===== src/rtl/spi_frame_sniffer.sv =====
// Passive SPI observer: rebuilds DATA_SIZE-bit MOSI/MISO words from synchronized bus
// lines and hands them to the control logic over valid/ready, with frame start/end flags.
module spi_frame_sniffer #(
   parameter int DATA_SIZE = 8,
   parameter int CPOL      = 0,
   parameter int CPHA      = 0,
   parameter int MSB_FIRST = 1,
   parameter int CNT_WIDTH = 16
) (
   input  logic                 sys_clk,
   input  logic                 rst,
   input  logic                 sclk_in,
   input  logic                 ss_in,
   input  logic                 mosi_in,
   input  logic                 miso_in,
   output logic [DATA_SIZE-1:0] mosi_data,
   output logic [DATA_SIZE-1:0] miso_data,
   output logic                 data_valid,
   input  logic                 data_ready,
   output logic                 overrun,
   output logic                 frame_active,
   output logic                 frame_start,
   output logic                 frame_end,
   output logic                 truncated,
   output logic [CNT_WIDTH-1:0] word_count
);

   localparam int BW = $clog2(DATA_SIZE);
   localparam logic [0:0] ST_IDLE   = 1'b0;
   localparam logic [0:0] ST_ACTIVE = 1'b1;
   localparam logic [BW-1:0] LAST_BIT = BW'(DATA_SIZE - 1);
   localparam logic SCLK_IDLE = (CPOL != 0);

   // Handshake: a word pair is transferred on every cycle where data_valid && data_ready;
   // data_valid is held, and the data is stable, until that happens (barring overrun).

   logic [0:0]           state_q, state_d;
   logic                 sclk_prev_q, ss_prev_q;
   logic [BW-1:0]        bit_cnt_q, bit_cnt_d;
   logic [DATA_SIZE-1:0] mosi_sh_q, mosi_sh_d, miso_sh_q, miso_sh_d;
   logic [DATA_SIZE-1:0] mosi_data_q, mosi_data_d, miso_data_q, miso_data_d;
   logic                 valid_q, valid_d;
   logic                 overrun_q, overrun_d;
   logic                 start_q, start_d, end_q, end_d, trunc_q, trunc_d;
   logic [CNT_WIDTH-1:0] wcnt_q, wcnt_d;
   logic                 sample_edge, ss_fall, ss_rise, word_done;

   assign sample_edge = (CPOL == CPHA) ? (~sclk_prev_q & sclk_in) : (sclk_prev_q & ~sclk_in);
   assign ss_fall     = ss_prev_q & ~ss_in;
   assign ss_rise     = ~ss_prev_q & ss_in;

   function automatic logic [DATA_SIZE-1:0] shift_in(input logic [DATA_SIZE-1:0] sh,
                                                     input logic b);
      if (MSB_FIRST != 0) shift_in = {sh[DATA_SIZE-2:0], b};
      else                shift_in = {b, sh[DATA_SIZE-1:1]};
   endfunction

   always_comb begin
      state_d     = state_q;
      bit_cnt_d   = bit_cnt_q;
      mosi_sh_d   = mosi_sh_q;
      miso_sh_d   = miso_sh_q;
      mosi_data_d = mosi_data_q;
      miso_data_d = miso_data_q;
      valid_d     = valid_q;
      overrun_d   = overrun_q;
      wcnt_d      = wcnt_q;
      start_d     = 1'b0;
      end_d       = 1'b0;
      trunc_d     = 1'b0;
      word_done   = 1'b0;

      case (state_q)
         ST_IDLE: begin
            if (ss_fall) begin
               state_d   = ST_ACTIVE;
               start_d   = 1'b1;
               wcnt_d    = '0;
               bit_cnt_d = '0;
            end
         end
         default: begin
            // ss_rise takes priority over a coincident sample edge; partial word is dropped.
            if (ss_rise) begin
               state_d   = ST_IDLE;
               end_d     = 1'b1;
               trunc_d   = (bit_cnt_q != '0);
               bit_cnt_d = '0;
            end else if (sample_edge) begin
               mosi_sh_d = shift_in(mosi_sh_q, mosi_in);
               miso_sh_d = shift_in(miso_sh_q, miso_in);
               if (bit_cnt_q == LAST_BIT) begin
                  bit_cnt_d = '0;
                  word_done = 1'b1;
               end else begin
                  bit_cnt_d = bit_cnt_q + BW'(1);
               end
            end
         end
      endcase

      if (valid_q && data_ready) valid_d = 1'b0;

      // A completing word wins over a same-cycle accept, so valid stays up with new data.
      if (word_done) begin
         mosi_data_d = mosi_sh_d;
         miso_data_d = miso_sh_d;
         valid_d     = 1'b1;
         if (valid_q && !data_ready) overrun_d = 1'b1;
         if (wcnt_q != {CNT_WIDTH{1'b1}}) wcnt_d = wcnt_q + CNT_WIDTH'(1);
      end
   end

   always_ff @(posedge sys_clk or posedge rst) begin
      if (rst) begin
         state_q     <= ST_IDLE;
         sclk_prev_q <= SCLK_IDLE;
         ss_prev_q   <= 1'b1;
         bit_cnt_q   <= '0;
         mosi_sh_q   <= '0;
         miso_sh_q   <= '0;
         mosi_data_q <= '0;
         miso_data_q <= '0;
         valid_q     <= 1'b0;
         overrun_q   <= 1'b0;
         wcnt_q      <= '0;
         start_q     <= 1'b0;
         end_q       <= 1'b0;
         trunc_q     <= 1'b0;
      end else begin
         state_q     <= state_d;
         sclk_prev_q <= sclk_in;
         ss_prev_q   <= ss_in;
         bit_cnt_q   <= bit_cnt_d;
         mosi_sh_q   <= mosi_sh_d;
         miso_sh_q   <= miso_sh_d;
         mosi_data_q <= mosi_data_d;
         miso_data_q <= miso_data_d;
         valid_q     <= valid_d;
         overrun_q   <= overrun_d;
         wcnt_q      <= wcnt_d;
         start_q     <= start_d;
         end_q       <= end_d;
         trunc_q     <= trunc_d;
      end
   end

   assign mosi_data    = mosi_data_q;
   assign miso_data    = miso_data_q;
   assign data_valid   = valid_q;
   assign overrun      = overrun_q;
   assign frame_active = (state_q == ST_ACTIVE);
   assign frame_start  = start_q;
   assign frame_end    = end_q;
   assign truncated    = trunc_q;
   assign word_count   = wcnt_q;

endmodule


===== config.mk =====
export PLATFORM = sky130hd
export DESIGN_NAME = spi_frame_sniffer
export DESIGN_NICKNAME = d
export VERILOG_FILES = /design/src/rtl/spi_frame_sniffer.sv
export SDC_FILE = /design/constraint.sdc
export NUM_CORES = 1
export LEC_CHECK = 0
export ABC_AREA = 1
export CAP_MARGIN = 5
export CORE_MARGIN = 2
export CORE_UTILIZATION = 48
export CTS_BUF_LIST = sky130_fd_sc_hd__clkbuf_8 sky130_fd_sc_hd__clkbuf_16
export DETAILED_ROUTE_END_ITERATION = 8
export GPL_TIMING_DRIVEN = 0
export PLACE_DENSITY = 0.76
export SETUP_SLACK_MARGIN = 0.1
export SYNTH_ARGS = -nofsm -noshare
export SYNTH_HDL_FRONTEND = slang
export SYNTH_SLANG_ARGS = --single-unit

===== constraint.sdc =====
create_clock -name sys_clk -period 1.9 [get_ports sys_clk]
set_clock_uncertainty 0.05 [all_clocks]
set_input_delay 0.38 -clock sys_clk [delete_from_list [all_inputs] [get_ports sys_clk]]
set_output_delay 0.38 -clock sys_clk [all_outputs]
set_load 0.005 [all_outputs]

Word level (Yosys, flattened, before mapping)

Index checks and enable logic that the tools add are counted.
Widths: inputs -> output; s select.

Register bits: 59
Word-level logic and storage cells: 62
Bits in read-only memories: 0
Bits in latches: 0
Memories kept: 0
Memory bits (writable): 0
Input port bits: 7

Multiply operators: 0
Mux-type cells: 29
Div/mod/pow operators: 0
Bitwise operators: 6
Magnitude comparators: 0
Equal/unequal tests: 3
Add/subtract/negate cells: 2
Reduce and logical (&&, ||, !) cells: 8
Shift-type cells: 0

Operator list:

| kind                  | count |
|---|---|
| $mux 16               | 4 |
| $mux 8                | 6 |
| $add 16x1->16 const B | 1 |
| $ne 16x16->1 const B  | 1 |
| $mux 3                | 5 |
| $mux 1                | 14 |
| $reduce_and 2->1      | 2 |
| $reduce_bool 2->1     | 2 |
| $add 3x1->3 const B   | 1 |
| $and 1x1->1           | 3 |
| $eq 3x3->1 const B    | 1 |
| $ne 3x1->1 const B    | 1 |
| $not 1->1             | 3 |
| $reduce_bool 3->1     | 1 |
| $logic_and 1x1->1     | 2 |
| $logic_not 1->1       | 1 |

Longest topological paths before layout

Gate-level depths: netlist (run 1).

Depth after elaboration: 6
Depth in mapped cells: 10
Depth with buffers taken out: 10

Least setup slack after synthesis (run 1)

Ideal clock, no wire load.

Kind: reg2reg
From: reg wcnt_q[0] (netlist: word_count[0])
To: reg wcnt_q[11] (netlist: word_count[11])
Setup slack: 0.382 ns
Cell stages (with the launch flop): 9
Clock period less this slack: 1.518 ns
Data arrival time: 1.350 ns
Library setup time: 0.117 ns
Path through: dfrtp_1 -> ha_1 -> nand2_2 -> nor2_4 -> nand3_4 -> nor2_1 -> nor2_4 -> nand3_1 -> nand2_1

Word-level cells in the longest chain between the ends: 3
Elaborated cells on any way between the ends: 4
Classes of those cells: 1 x add/sub; 1 x eq/ne; 2 x mux

Ends and longest elaborated chain:

| what                                          | line | RTL |
|---|---|---|
| start: declaration                            | 45   | `logic [CNT_WIDTH-1:0] wcnt_q, wcnt_d;` |
| start signal: assignment                      | 141  | `wcnt_q <= wcnt_d;` |
| $add 16x1->16 or $ne 16x16->1 (tied branches) | 110  | `if (wcnt_q != {CNT_WIDTH{1'b1}}) wcnt_d = wcnt_q + CNT_WIDTH'(1);` |
| $mux 16 (*)                                   | 110  |  |
| $mux 16 (*)                                   | 105  | `if (word_done) begin` |
| named net wcnt_d[11]                          | 45   |  |

The timed path passes the listed nets; every way through them passes the cells marked *.
A chain may end at the register's enable or synchronous reset.

Worst setup path after layout (run 1)

From: reg wcnt_q[6] (netlist: word_count[6])
To: out word_count[6]

RTL lines:

| what             | line | RTL |
|---|---|---|
| end: declaration | 25   | `output logic [CNT_WIDTH-1:0] word_count` |

No word-level cell between the ends.

==> impl_results.md, run 1 <==
- Sw Share: a little over a quarter
- Placer Congestion: between 0.8 and 0.9
- Synth Instances: around 340
- CTS buffer count: 9
- Relative slew margins: 73.38%
- Hold Path Class: in -> async
- Asr flop ratio synth: 100.0%
- Sequential share of the synthesized area: 50.85%
- Synth Net Count: approximately 350
- Sum of net half-perimeters after detailed placement: around 4.2 mm
- Post-layout power: 2.819 mW
- Worst VDD drop: around 0.00050 V
- Worst skew pair latency: approximately 340 ps
- Routed Antenna Nets: 0
- RSZ-0062 raised after global routing: no
- Via/cell ratio: about 5
- Critical R2R Launch: word_count[1]
- Tmin final: between 1500 and 2000 ps
- Number of global-route vias before repair: 2309
- Fin. max-slew vios: 0
- Count leader, synth: nand2_1
- Seq. cell area: around 1400 um^2
- CTS H-tree lvls: 3
- Final Hold Fails: 0
- Largest cells by area after synthesis: dfrtp_1, nand2_1, inv_1
- Gr usage total: about a fifth
- Pwr dens: 791.5 nW/um^2
- Cts-stage hold buffer count: 0
- Status: finished, final reports clean
- Final #Nets: 410
- R2R depth: 8
- DRT iter0 DRCs: approximately 160
- Unique masters post-synth: 31
- P_leak: between 1.5 and 2 nW
- Port Buffer Count: 44
- Initial Util: 50.37%
- Warnings from Yosys: 0
- Comb pwr share: between 10% and 20%
- Setup repair bufs after CTS: 0
- Crit path buf inv count: 1
- Fmax achieved: between 0.5 and 0.6 GHz
- Setup tns final: 0 ps
- Flop2flop setup slack: around 250 ps
- Core ar.: ~5600 um^2
- Net Sw Power: roughly 0.74 mW
- Clock Tree Buf Depth: 2
- Post-synth top area cell: dfrtp_1
- #FFs+latches synth: 57
- Critical Path Slowest Stage Cell: clkdlybuf4s50_1
- Ys flop type: dfrtp_1
- Register share of total power: roughly 50%
- Reg clk slew, reported paths: 70 ps
- Post-synthesis instance area: ~2800 um^2
- Dpl ws: approximately 3.6 ps
- Max Cap Viol: 0
- Pint: 2.076 mW
- Drt first pass iters: 4
- Worst setup SP type: flip-flop
- Row count: 27
- Cell Chain, Critical Path: clkdlybuf4s50_1
- Actual slew at the worst max-slew pin: about 400 ps
- TritonCTS Sinks: between 50 and 60
- Die width: about 80 um
- N_diodes: 0
- Via count: approximately 2400
- First-pass GRT wire length: between 10 and 15 mm
- Area fraction of the dominant cell type after synthesis: between 40% and 50%
- Layout cell share with drive strength beyond 1: between 10% and 20%
- TritonCTS clock tree: built
- Crit-path leading delay family: buffers and inverters
- EDFF count, synth: 0
- CP required: approximately 1500 ps
- Synthesized area per cell: 8.186 um^2
- Commonest cells in the netlist: nand2_1, dfrtp_1, inv_1
- R2r endpoint: word_count[11]
- Tcrit/Tclk final: around 94%
- Crit-path max cell delay: between 500 and 600 ps
- WS Path Type: reg -> out
- Die Area: roughly 6500 um^2
- Multi-input logic area: ~1200 um^2
- Initial antenna violation count: 0
- CP max FO: 5
- Final WS setup: approximately 120 ps
- Detailed-route wire length: 6.087 mm
- WL per Instance: 12.79 um
- Clk network pwr share: ~40%
- Root Driver: clkbuf_8
- Final setup violation count: 0
- Fillcell total: just under 500
- Worst EP arrival: 1350 ps
- Top-Level Pins: 45
- Largest net degree at the start of global routing: 58
- CP Capture Type: output port
- Die Y: approximately 80 um
- Layout overhead on the synthesized area: 26.87%
- DRC Markers: 0
- Remaining global-route overflow: 0
-- registers in the layout, summed over array words and instances, names as in the netlist --
signal        cells
bit_cnt_q         3
data_valid        1
frame_active      1
frame_end         1
frame_start       1
miso_data         8
miso_sh_q         7
mosi_data         8
mosi_sh_q         7
overrun           1
sclk_prev_q       1
ss_prev_q         1
truncated         1
word_count       16
-- worst max path at each step --
stage	start	to	slack, ps	cells after the start
6_report	word_count[6]	word_count[6]	120	1
3_3_place_gp	ss_in	mosi_sh_q[0]	40	5
4_1_cts	word_count[6]	word_count[6]	110	1
5_1_grt	word_count[6]	word_count[6]	100	1
2_1_floorplan	word_count[0]	word_count[11]	380	8
3_5_place_dp	ss_in	mosi_sh_q[6]	4	5
-- placed cells by master, fill, tap and decap left out, drive strengths merged --
master	n
a21boi	2
clkinvlp	1
clkbuf	11
nand3	21
dfrtp	56
bufinv	1
a21oi	1
or2	1
inv	47
nand4	5
dfstp	1
o211ai	1
nand2	127
o31ai	1
xor2	2
nor3	1
ha	4
o21ai	37
nor2	21
buf	8
nand3b	4
o21bai	1
xnor2	2
clkinv	4
clkdlybuf4s50	44
-- cells by family after synthesis --
family	synth area share, %
XOR/XNOR	1.248
adder cells (fa/ha/maj)	1.783
buffers and inverters	7.843
flip-flops	50.85
AND/OR/NAND/NOR	29.63
AO/OA/AOI/OAI	8.646
-- stage by stage --
step                      hold WS [ps]  std cells  util (%)  cell area [um^2]
after floorplan                  334.5        343         -              2811
after global placement           412.0        459     59.96              3342
after global routing             355.3        476     63.91              3562
final                            324.2        476     63.91              3562
after CTS                        445.5        475     63.43              3536
after detailed placement         423.8        459     59.96              3342
-- power groups by stage --
stage / clock network (mW) / registers, mW / logic [mW]
floorplan: 0 / 1.42 / 0.202
global placement: 0 / 1.43 / 0.275
detailed placement: 0 / 1.43 / 0.290
CTS: 1.13 / 1.42 / 0.290
global route: 1.18 / 1.43 / 0.341
finish: 1.11 / 1.42 / 0.289
-- what timing repair did --
item,in CTS,in global routing
setup endpoints to repair,3,5
gates resized for setup,3,5
pin swaps,0,0
-- metal layers --
layer	vias to the layer above	GRT usage, %	part of all wire (%)
li1	1183	-	-
met5	-	0	0
met3	9	3.596	4.3
met4	0	12.71	2.2
met2	60	32.92	48
met1	1104	26.90	45
-- area by class of cell --
class | instances | share of cell area [%]
inverters | 47 | 5.198
repair buffers | 45 | 12.93
flip-flops and latches | 57 | 40.36
plain buffers | 8 | 1.089
well taps | 72 | 2.529
clock inverters | 6 | 1.475
clock buffers | 10 | 3.864
multi-input cells | 231 | 32.56
Power figures use the tool's default switching activity.
==> run 2: changes to the inputs <==
Settings changed: GPL_ROUTABILITY_DRIVEN from default to 1, HOLD_SLACK_MARGIN from default to 0.1.
==> results of run 2 <==
Same layout as run 1: the final DEF is identical, and so are final timing and power.
==> run 3: changes to the inputs <==
Settings changed: SLEW_MARGIN from default to 20.
==> impl_results.md, run 3 (same netlist as run 1, synthesis figures left out) <==
- Tmin final: 1756 ps (-25.91 ps)
- Worst setup SP type: flip-flop
- Layout overhead on the synthesized area: 29.14%
- Placer Congestion: 0.8356 (unchanged)
- Final Hold Fails: 0 (unchanged)
- Fillcell total: 487 (-1.8%)
- DRT iter0 DRCs: 161 (+3.9%)
- Number of global-route vias before repair: 2326 (+0.74%)
- Worst EP arrival: 1330 ps (-20 ps)
- Number of instances in the placed design: 461 (+0.44%)
- Crit-path leading delay family: buffers and inverters
- Most common cell after layout, fill and taps aside: nand2_1
- Sum of net half-perimeters after detailed placement: 4.421 mm (+5.7%)
- Fin util: 65.05% (+1.1 points)
- WS Path Type: reg -> out
- Tcrit/Tclk final: 92.41% (-1.4 points)
- CP required: 1470 ps (about the same)
- Actual slew at the worst max-slew pin: 440.1 ps (+41.64 ps)
- TritonCTS clock tree: built
- Crit-path max cell delay: 540 ps (about the same)
- Detailed-route wire length: 6.254 mm (+2.7%)
- Fin. max-slew vios: 0 (unchanged)
- Setup repair bufs after CTS: 0 (unchanged)
- Status: finished, final reports clean
- Relative slew margins: 70.60% (-2.8 points)
- First-pass GRT wire length: 10.48 mm (+2.0%)
- P_leak: 1.729 nW (+0.72%)
- Largest net degree at the start of global routing: 23 (-60%)
- Final #Nets: 411 (+0.24%)
- Cell Chain, Critical Path: clkdlybuf4s50_1
- Hold Path Class: in -> async
- Reg clk slew, reported paths: 60 ps (about the same)
- Final setup violation count: 0 (unchanged)
- Port Buffer Count: 44 (unchanged)
- Initial antenna violation count: 0 (unchanged)
- Clock Tree Buf Depth: 2 (unchanged)
- Dpl ws: -8.588 ps (-12.16 ps)
- N_diodes: 0 (unchanged)
- Crit path buf inv count: 1 (unchanged)
- Pwr dens: 808.7 nW/um^2 (+2.2%)
- Die Y: 80.48 um (unchanged)
- CTS H-tree lvls: 3 (unchanged)
- Max Cap Viol: 0 (unchanged)
- Finished Layout Cells: 476 (unchanged)
- WL per Instance: 13.14 um (+2.7%)
- Die width: 80.48 um (unchanged)
- CP max FO: 5 (unchanged)
- Die Area: 6477 um^2 (unchanged)
- Core ar.: 5574 um^2 (unchanged)
- CP Capture Type: output port
- Routed Antenna Nets: 0 (unchanged)
- Layout cell share with drive strength beyond 1: 13.61% (+1.5 points)
- Hold WS: 354.9 ps (+30.72 ps)
- CTS buffer count: 9 (unchanged)
- Top-Level Pins: 45 (unchanged)
- Initial Util: 50.37% (unchanged)
- DRC Markers: 0 (unchanged)
- Critical Path Slowest Stage Cell: clkdlybuf4s50_1
- Drt first pass iters: 4 (unchanged)
- Worst VDD drop: 0.0005379 V (+6.9%)
- TritonCTS Sinks: 57 (unchanged)
- Via count: 2401 (+1.9%)
- Commonest cells after routing, fill and taps aside: nand2_1, inv_1, dfrtp_1, clkdlybuf4s50_1, o21ai_1
- Worst skew pair latency: 340 ps (about the same)
- Remaining global-route overflow: 0 (unchanged)
- RSZ-0062 raised after global routing: no
- Max FFs per register: 16 (unchanged)
- Final WS setup: 144.2 ps (+25.91 ps)
- Gr usage total: 21.45% (+0.52 points)
- Fmax achieved: 0.5696 GHz (+1.5%)
- Cts-stage hold buffer count: 0 (unchanged)
- Via/cell ratio: 5.044 (+1.9%)
- Setup tns final: 0 ps (unchanged)
- Root Driver: clkbuf_8
- Row count: 27 (unchanged)
-- run 3: final timing paths --
check                              start        endpoint  slack [ps]  depth (start not counted)
hold / removal                       rst    bit_cnt_q[1]         350                          2
setup reg to reg           word_count[1]  word_count[11]         240                          8
hold reg to reg             miso_data[0]    miso_data[0]         440                          2
setup / recovery           word_count[6]   word_count[6]         140                          1
min in group sys_clk        miso_data[0]    miso_data[0]         440                          2
max in group asynchronous            rst  word_count[12]         820                          4
-- run 3: layer usage --
layer  up-vias  GRT usage, %  wire, um  share of wire, %
li1       1182             -         -                 -
met1      1146         27.17      2788                45
met2        66         34.42      3081                49
met3         7         4.382       281               4.5
met4         0         11.53       102               1.6
met5         -             0         0                 0
-- run 3: metrics by stage --
stage	cell area [um^2]	power (mW)
after global placement	3342	1.704
after CTS	3615	2.963
after detailed placement	3397	1.739
final	3626	2.932
after global routing	3626	3.074
after floorplan	2811	1.618
-- run 3: timing repair --
action / CTS / global route
resized for setup: 3 / 9
setup endpoints to repair: 3 / 18
endpoints found under the hold margin: 0 / 0
-- run 3: layout make-up --
cell class	count	area [um^2]	share of cell area [%]
Buffer	8	38.79	1.070
Clock buffer	13	178.9	4.934
Clock inverter	2	35.03	0.9662
Inverter	47	185.2	5.107
Multi-Input combinational cell	231	1160	31.99
Sequential cell	57	1443	39.79
Tap cell	72	90.09	2.484
Timing Repair Buffer	46	495.5	13.66
-- run 3: where the power goes --
group / switching, mW / internal (mW) / total (mW)
clock network: 0.476 / 0.739 / 1.21
registers: 0.0749 / 1.34 / 1.42
logic: 0.183 / 0.119 / 0.302
total: 0.734 / 2.20 / 2.93
